### src/rtl/delay_timer_pkg.sv
// Shared types, default sizes and index helpers for the shared delay-timer arbiter.
package delay_timer_pkg;

  typedef enum logic [0:0] {
    IDLE  = 1'b0,
    COUNT = 1'b1
  } state_t;

  localparam int DEF_NUM_REQ = 4;
  localparam int DEF_DELAY_W = 8;
  localparam int DEF_PTR_W   = $clog2(DEF_NUM_REQ);

  // Pointer width for a given requester count; never narrower than one bit.
  function automatic int ptr_width(input int n);
    return (n > 1) ? $clog2(n) : 1;
  endfunction

endpackage

### src/rtl/delay_timer_arbiter_rr_arbiter.sv
// Combinational round-robin picker: first set request at ptr, ptr+1, ... modulo NUM_REQ.
module rr_arbiter
  import delay_timer_pkg::*;
#(
  parameter int NUM_REQ = DEF_NUM_REQ,
  parameter int PTR_W   = ptr_width(DEF_NUM_REQ)
) (
  input  logic [NUM_REQ-1:0] req,
  input  logic [PTR_W-1:0]   ptr,
  output logic [NUM_REQ-1:0] win_onehot,
  output logic [PTR_W-1:0]   win_idx,
  output logic               win_valid
);

  logic [2*NUM_REQ-1:0] dbl_s;
  logic [NUM_REQ-1:0]   rot_s;
  logic [PTR_W:0]       off_s;
  logic [PTR_W:0]       sum_s;
  logic [PTR_W:0]       wrap_s;

  // Rotate requests so ptr sits at bit 0, take the lowest set offset, then un-rotate.
  always_comb begin
    dbl_s  = {req, req} >> ptr;
    rot_s  = dbl_s[NUM_REQ-1:0];
    off_s  = {(PTR_W+1){1'b0}};
    for (int i = NUM_REQ - 1; i >= 0; i--) begin
      if (rot_s[i]) begin
        off_s = (PTR_W+1)'(i);
      end else begin
        off_s = off_s;
      end
    end
    sum_s = {1'b0, ptr} + off_s;
    if (sum_s >= (PTR_W+1)'(NUM_REQ)) begin
      wrap_s = sum_s - (PTR_W+1)'(NUM_REQ);
    end else begin
      wrap_s = sum_s;
    end
    win_idx   = wrap_s[PTR_W-1:0];
    win_valid = |req;
    if (win_valid) begin
      win_onehot = {{(NUM_REQ-1){1'b0}}, 1'b1} << win_idx;
    end else begin
      win_onehot = {NUM_REQ{1'b0}};
    end
  end

endmodule

### src/rtl/delay_timer_arbiter.sv
// One countdown timer shared round-robin among NUM_REQ requesters; the owner gets a done pulse on expiry.
module delay_timer_arbiter
  import delay_timer_pkg::*;
#(
  parameter int NUM_REQ = DEF_NUM_REQ,
  parameter int DELAY_W = DEF_DELAY_W
) (
  input  logic                       clk,
  input  logic                       reset_n,
  input  logic [NUM_REQ-1:0]         req,
  input  logic [NUM_REQ*DELAY_W-1:0] delay_in,
  output logic [NUM_REQ-1:0]         grant,
  output logic [NUM_REQ-1:0]         done,
  output logic                       busy,
  output logic [DELAY_W-1:0]         count
);

  localparam int PTR_W = ptr_width(NUM_REQ);

  state_t             state_r;
  logic [PTR_W-1:0]   ptr_r;
  logic [PTR_W-1:0]   owner_r;
  logic [PTR_W-1:0]   next_ptr_s;
  logic [PTR_W-1:0]   win_idx_s;
  logic [NUM_REQ-1:0] win_onehot_s;
  logic               win_valid_s;
  logic               owner_req_s;
  logic [DELAY_W-1:0] win_delay_s;

  rr_arbiter #(
    .NUM_REQ (NUM_REQ),
    .PTR_W   (PTR_W)
  ) u_rr (
    .req        (req),
    .ptr        (ptr_r),
    .win_onehot (win_onehot_s),
    .win_idx    (win_idx_s),
    .win_valid  (win_valid_s)
  );

  // Owner still requesting, pointer just past the owner, and the winner's delay slice.
  always_comb begin
    owner_req_s = |(req & grant);
    if (owner_r == PTR_W'(NUM_REQ - 1)) begin
      next_ptr_s = {PTR_W{1'b0}};
    end else begin
      next_ptr_s = owner_r + PTR_W'(1);
    end
    win_delay_s = DELAY_W'(delay_in >> (int'(win_idx_s) * DELAY_W));
  end

  // Timer FSM; abort is tested before expiry so it wins in the same cycle.
  always_ff @(posedge clk or negedge reset_n) begin
    if (!reset_n) begin
      state_r <= IDLE;
      ptr_r   <= {PTR_W{1'b0}};
      owner_r <= {PTR_W{1'b0}};
      grant   <= {NUM_REQ{1'b0}};
      done    <= {NUM_REQ{1'b0}};
      busy    <= 1'b0;
      count   <= {DELAY_W{1'b0}};
    end else begin
      case (state_r)
        IDLE: begin
          done <= {NUM_REQ{1'b0}};
          if (win_valid_s) begin
            grant   <= win_onehot_s;
            owner_r <= win_idx_s;
            count   <= win_delay_s;
            busy    <= 1'b1;
            state_r <= COUNT;
          end else begin
            grant   <= {NUM_REQ{1'b0}};
            busy    <= 1'b0;
            state_r <= IDLE;
          end
        end
        COUNT: begin
          if (!owner_req_s) begin
            grant   <= {NUM_REQ{1'b0}};
            done    <= {NUM_REQ{1'b0}};
            count   <= {DELAY_W{1'b0}};
            busy    <= 1'b0;
            ptr_r   <= next_ptr_s;
            state_r <= IDLE;
          end else if (count == {DELAY_W{1'b0}}) begin
            done    <= grant;
            grant   <= {NUM_REQ{1'b0}};
            busy    <= 1'b0;
            ptr_r   <= next_ptr_s;
            state_r <= IDLE;
          end else begin
            count   <= count - DELAY_W'(1);
            done    <= {NUM_REQ{1'b0}};
            state_r <= COUNT;
          end
        end
        default: begin
          state_r <= IDLE;
          grant   <= {NUM_REQ{1'b0}};
          done    <= {NUM_REQ{1'b0}};
          busy    <= 1'b0;
          count   <= {DELAY_W{1'b0}};
        end
      endcase
    end
  end

endmodule

### config.mk
export PLATFORM = sky130hd
export DESIGN_NAME = delay_timer_arbiter
export DESIGN_NICKNAME = d
export VERILOG_FILES = /design/src/rtl/delay_timer_pkg.sv /design/src/rtl/delay_timer_arbiter_rr_arbiter.sv /design/src/rtl/delay_timer_arbiter.sv
export SDC_FILE = /design/constraint.sdc
export NUM_CORES = 1
export LEC_CHECK = 0
export CELL_PAD_IN_SITES_DETAIL_PLACEMENT = 1
export CELL_PAD_IN_SITES_GLOBAL_PLACEMENT = 1
export CORE_MARGIN = 10
export CORE_UTILIZATION = 30
export CTS_CLUSTER_DIAMETER = 120
export DETAILED_ROUTE_END_ITERATION = 10
export MAX_ROUTING_LAYER = met4
export PLACE_DENSITY = 0.81
export SLEW_MARGIN = 10
export SYNTH_ARGS = -nofsm -noshare
export SYNTH_HDL_FRONTEND = slang
export SYNTH_HIERARCHICAL = 1
export SYNTH_SLANG_ARGS = --single-unit
### constraint.sdc
create_clock -name clk -period 2.9 [get_ports clk]
set_input_delay 0.29 -clock clk [delete_from_list [all_inputs] [get_ports clk]]
set_output_delay 0.29 -clock clk [all_outputs]
set_load 0.01 [all_outputs]
==> results of run 1 <==
[final cells by class]
| cell class | instances | area share [%] |
|---|---|---|
| sequential | 22 | 23.13 |
| clock buffer | 3 | 1.735 |
| timing repair buffer | 69 | 27.97 |
| tap | 70 | 3.680 |
| clock inverter | 1 | 1.262 |
| inverter | 4 | 0.6309 |
| multi-input combinational | 126 | 41.59 |
[Yosys cell counts (2+ instances only)]
master / instances
dfrtp_1: 22
nand2_1: 21
nor2_1: 13
a21oi_1: 10
and2_1: 8
mux4_2: 7
a22o_1: 6
mux2i_1: 5
inv_1: 4
nor2b_1: 4
nor3_1: 4
clkbuf_1: 3
ha_1: 3
mux2_2: 3
o21a_1: 3
o21ai_0: 3
o22a_1: 3
o211ai_1: 2
o221ai_1: 2
o31ai_1: 2
xnor2_1: 2
[flip-flops by register name, indices dropped and copies added, names as in the netlist]
signal / count
count: 8
done: 4
grant: 4
owner_r: 2
ptr_r: 2
busy: 1
state_r: 1
[worst max-delay path: stages]
cell             delay [ps]
clkdlybuf4s50_1         520
nand2_1                  80
a21oi_1                 160
o2bb2ai_1                90
o21a_1                  170
ha_1                    210
xnor2_2                 180
xnor2_2                 290
buf_4                   230
mux4_2                  290
nor2b_1                 120
nor2_1                   50
o22a_1                  190
[kinds of logic after synthesis]
group	synth area share [%]
XOR/XNOR	1.668
flip-flops	34.95
buffers and inverters	3.177
AND/OR/NAND/NOR	20.42
adder cells (fa/ha/maj)	2.383
multiplexers	16.28
AO/OA/AOI/OAI	21.13
[path summary, 6_finish.rpt]
kind	slack [ps]	cells after the start	start	end
min in group clk	480	2	busy	busy
worst max register to register	310	12	ptr_r[1]	count[1]
max in group asynchronous	2300	2	reset_n	owner_r[1]
worst min-delay path	370	2	reset_n	count[7]
worst min register to register	480	2	busy	busy
worst max-delay path	190	13	req[2]	count[1]
[power groups by stage]
stage               Clock, mW  Sequential, mW  Combinational [mW]
floorplan                   0           0.559                1.13
global placement            0           0.578                1.70
detailed placement          0           0.583                1.76
CTS                     0.297           0.578                1.77
global route            0.309           0.602                1.97
finish                  0.295           0.583                1.78
[routing by layer]
metal,vias up,global-route usage (%)
li1,720,-
met1,726,14.58
met2,50,21.41
met3,5,2.341
met4,0,3.470
met5,-,-
==> flow_summary.toml, run 1 <==
[cells_and_area]
multi_input_area_sq_um = 989.7
n_antenna_cell = 0
regArea_sq_um = 550.5
final_core_util_pct = 46.59
drive_gt1_share_pct = 18.22
nNetsFinal = 267
design_area_sq_um = 2380
area_growth_pct = 51.07
final_cell_count_no_fill = 295
final_common_cell = "clkdlybuf4s50_1"
final_cell_mix = "clkdlybuf4s50_1, dfrtp_1, nand2_1"
nFillCells = 592

[route]
m1WireLength_mm = 2.310
vias = 1501
wl_mm = 5.193
wl_per_cell_um = 17.60
highest-signal-layer = "met4"
avgViaCountPerCell = 5.088
met3_length_um = 263
ant_nets = 0
drtIter0Drc = 73
dr.pass1.iters = 4
route.detailed.drc = 0
wl_met2_mm = 2.551

[global_route]
antenna_found_initial = 0
grt_max_degree = 23
grt_pass1_vias = 1683
track_usage_pct = 12.48
grt_pass1_wl_mm = 8.473
grt_overflow_total = 0

[power]
p_comb_share_pct = 67.0
power_frac_seq_pct = 21.9
power.switching_mw = 1.064
p_int_mw = 1.592
vdd_ir_drop_max_mv = 0.6026
p_leak_nw = 0.9663
p_total_mw = 2.656
power_density_nw_per_um2 = 1116
p_clk_share_pct = 11.1
sw_frac_of_total_pct = 40.07

[logic_synthesis]
synth.distinct_cells = 49
synth_area_per_cell_sq_um = 9.970
syn_inst = 158
synth.area.top_cells = "dfrtp_1, mux4_2, nand2_1, a22o_1, a21oi_1"
async_reset_ff_share_pct = 100.0
seq_area_frac_synth_pct = 34.95
synth_nets = 199
syn_area_sq_um = 1575
synth_ff_type = "dfrtp_1"
ys_ff_latch = 22
yosys_warnings = 6
synth-edff-count = 0
yosysTopAreaCell = "dfrtp_1"
post-synth-top-area-fraction_pct = 34.95

[placed_design]
dp_cells = 291
place_area_sq_um = 2293
dp_hpwl_mm = 4.178
io_buffer_count = 54
gp_congestion = 0.8661
post-place-ws_ps = -252.3

[worst_setup_path]
crit_type = "input port to flip-flop"
cp-end-kind = "flip-flop"
cp.arrival_ps = 2880
required_ps = 3070
worstSetupStartpointType = "input port"
crit_fanout = 6

[clocking]
cts_resized = 0
cts_max_path_buffers = 2
h-tree-depth = 1
cts_root_buf = "clkbuf_8"
ctsHoldBuffers = 0
cts_made_buffers = 3
postCtsSetupBuffers = 0
cts_tree = "done"
cts.clk_slew.worst_paths_ps = 90
cts_sinks = 22
clk_latency_ps = 270

[timing]
finalCritPeriodShare_pct = 93.62
rsz0062_at_grt = "false"
tns_ps = 0
fmax_mhz = 368.3
tightest_slew_ps = 757.1
fin_crit_ps = 2715
drv_slew = 0
worst_slack_ps = 185.1
skew_ps = 3.135
holdWs_ps = 370.1
final_hold_viol_count = 0
slew_headroom_pct = 49.42
setup_viol = 0

[die]
design.core.area_sq_um = 5107
ios = 55
std_cell_rows = 26
die_x_um = 92.46
start_util_pct = 30.84
die-area_sq_um = 8549
die_h_um = 92.46

[min_path]
hold_path_class = "input port to asynchronous set/reset pin"

[run]
drv_cap = 0

[run_status]
status = "finished, final reports clean"
(Power assumes the default switching activity.)
==> inputs of run 2 (changes only) <==
- MAX_ROUTING_LAYER: met4 -> default
==> run 2 against run 1 <==
Against the previous run:
- cell count unchanged
- die area unchanged
- sequential share of layout area unchanged
- largest cell class unchanged
==> flow_summary.toml, run 2 (synthesis results as in run 1) <==
[run_status]
status = "finished, final reports clean"

[die]
design.core.area_sq_um = 5107
ios = 55
die_h_um = 92.46
start_util_pct = 30.84
std_cell_rows = 26
die-area_sq_um = 8549
die_x_um = 92.46

[min_path]
hold_path_class = "input port to asynchronous set/reset pin"

[run]
drv_cap = 0

[route]
route.detailed.drc = 0
wl_mm = 5.187
dr.pass1.iters = 4
vias = 1497
wl_per_cell_um = 17.58
avgViaCountPerCell = 5.075
drtIter0Drc = 76
ant_nets = 0

[power]
power_density_nw_per_um2 = 1115
vdd_ir_drop_max_mv = 0.6038
p_leak_nw = 0.9663
p_total_mw = 2.654

[timing]
rsz0062_at_grt = "false"
fin_crit_ps = 2685
skew_ps = 1.390
final_hold_viol_count = 0
fmax_mhz = 372.5
worst_slack_ps = 215.1
drv_slew = 0
tns_ps = 0
slew_headroom_pct = 49.08
finalCritPeriodShare_pct = 92.58
tightest_slew_ps = 762.3
setup_viol = 0
holdWs_ps = 371.0

[global_route]
antenna_found_initial = 0
track_usage_pct = 12.12
grt_pass1_vias = 1679
grt_pass1_wl_mm = 8.487
grt_overflow_total = 0
grt_max_degree = 23

[clocking]
cts_resized = 0
cts_max_path_buffers = 2
h-tree-depth = 1
cts_sinks = 22
ctsHoldBuffers = 0
clk_latency_ps = 270
cts_root_buf = "clkbuf_8"
cts_made_buffers = 3
cts_tree = "done"
cts.clk_slew.worst_paths_ps = 80
postCtsSetupBuffers = 0

[cells_and_area]
design_area_sq_um = 2380
area_growth_pct = 51.07
final_cell_count_no_fill = 295
nNetsFinal = 267
final_common_cell = "clkdlybuf4s50_1"
nFillCells = 592
largest-register = "count"
final_core_util_pct = 46.59
final_cell_mix = "clkdlybuf4s50_1, dfrtp_1, nand2_1"
largest_register_ffs = 8
reg_top3 = "count x8, done x4, grant x4"
n_antenna_cell = 0
drive_gt1_share_pct = 18.22

[worst_setup_path]
timing.reg2reg.setup_slack_ps = 340
slowest_delay_ps = 520
cp_num_buf_inv = 2
critPathTopFamily = "buffers and inverters"
cp_slowest_cell = "clkdlybuf4s50_1"
r2r_cells = 12
worstSetupStartpointType = "input port"
cp.depth = 13
crit_fanout = 6
r2r_start = "ptr_r[1]"
cp-end-kind = "flip-flop"
cp_cell_sequence = "clkdlybuf4s50_1, nand2_1, a21oi_1, o2bb2ai_1, o21a_1, ha_1, xnor2_2, xnor2_2, buf_4, mux4_2, nor2b_1, nor2_1, o22a_1"
required_ps = 3060
crit_top_cell = "xnor2_2"
crit_type = "input port to flip-flop"
cp.arrival_ps = 2850
r2r-end = "count[1]"
endpoint = "count[1]"
crit_start = "req[2]"

[placed_design]
place_area_sq_um = 2293
io_buffer_count = 54
dp_cells = 291
post-place-ws_ps = -252.3
dp_hpwl_mm = 4.178
gp_congestion = 0.8526
## run 2: cell counts in the layout (fill, tap and decap cells not counted)
Identical to the previous run, type by type.
## run 2: per-layer routing
| layer | GRT usage [%] | vias to the layer above | routed length (um) |
|---|---|---|---|
| li1 | - | 718 | - |
| met1 | 13.58 | 720 | 2140 |
| met2 | 21.47 | 54 | 2556 |
| met3 | 3.874 | 5 | 422 |
| met4 | 3.470 | 0 | 67 |
| met5 | 0 | - | 0 |
## run 2: how the worst min path moves through the flow
stage                 start  endpoint  slack (ps)  cells after the start
finish              reset_n  grant[0]         370                      2
detailed placement     busy      busy         470                      2
global placement       busy      busy         460                      2
CTS                 reset_n   done[2]         390                      2
global route        reset_n  grant[0]         400                      2
floorplan           reset_n      busy          -6                      0
## run 2: cell type report
cell class	count	area, sq um	area share, %
clock inverters	1	30.03	1.262
multi-input cells	126	989.7	41.59
flip-flops and latches	22	550.5	23.13
well taps	70	87.58	3.680
inverters	4	15.01	0.6309
clock buffers	3	41.29	1.735
repair buffers	69	665.6	27.97
## run 2: where the power goes
group / internal, mW / switching [mW] / leakage, nW
sequential: 0.421 / 0.161 / 0.282
clock: 0.185 / 0.109 / 0.0357
combinational: 0.986 / 0.792 / 0.649
total: 1.59 / 1.06 / 0.966
==> inputs of run 3 (changes only) <==
- HOLD_SLACK_MARGIN: default -> 0.08
==> results of run 3 <==
Final layout, timing and power as in run 2 (identical DEF).
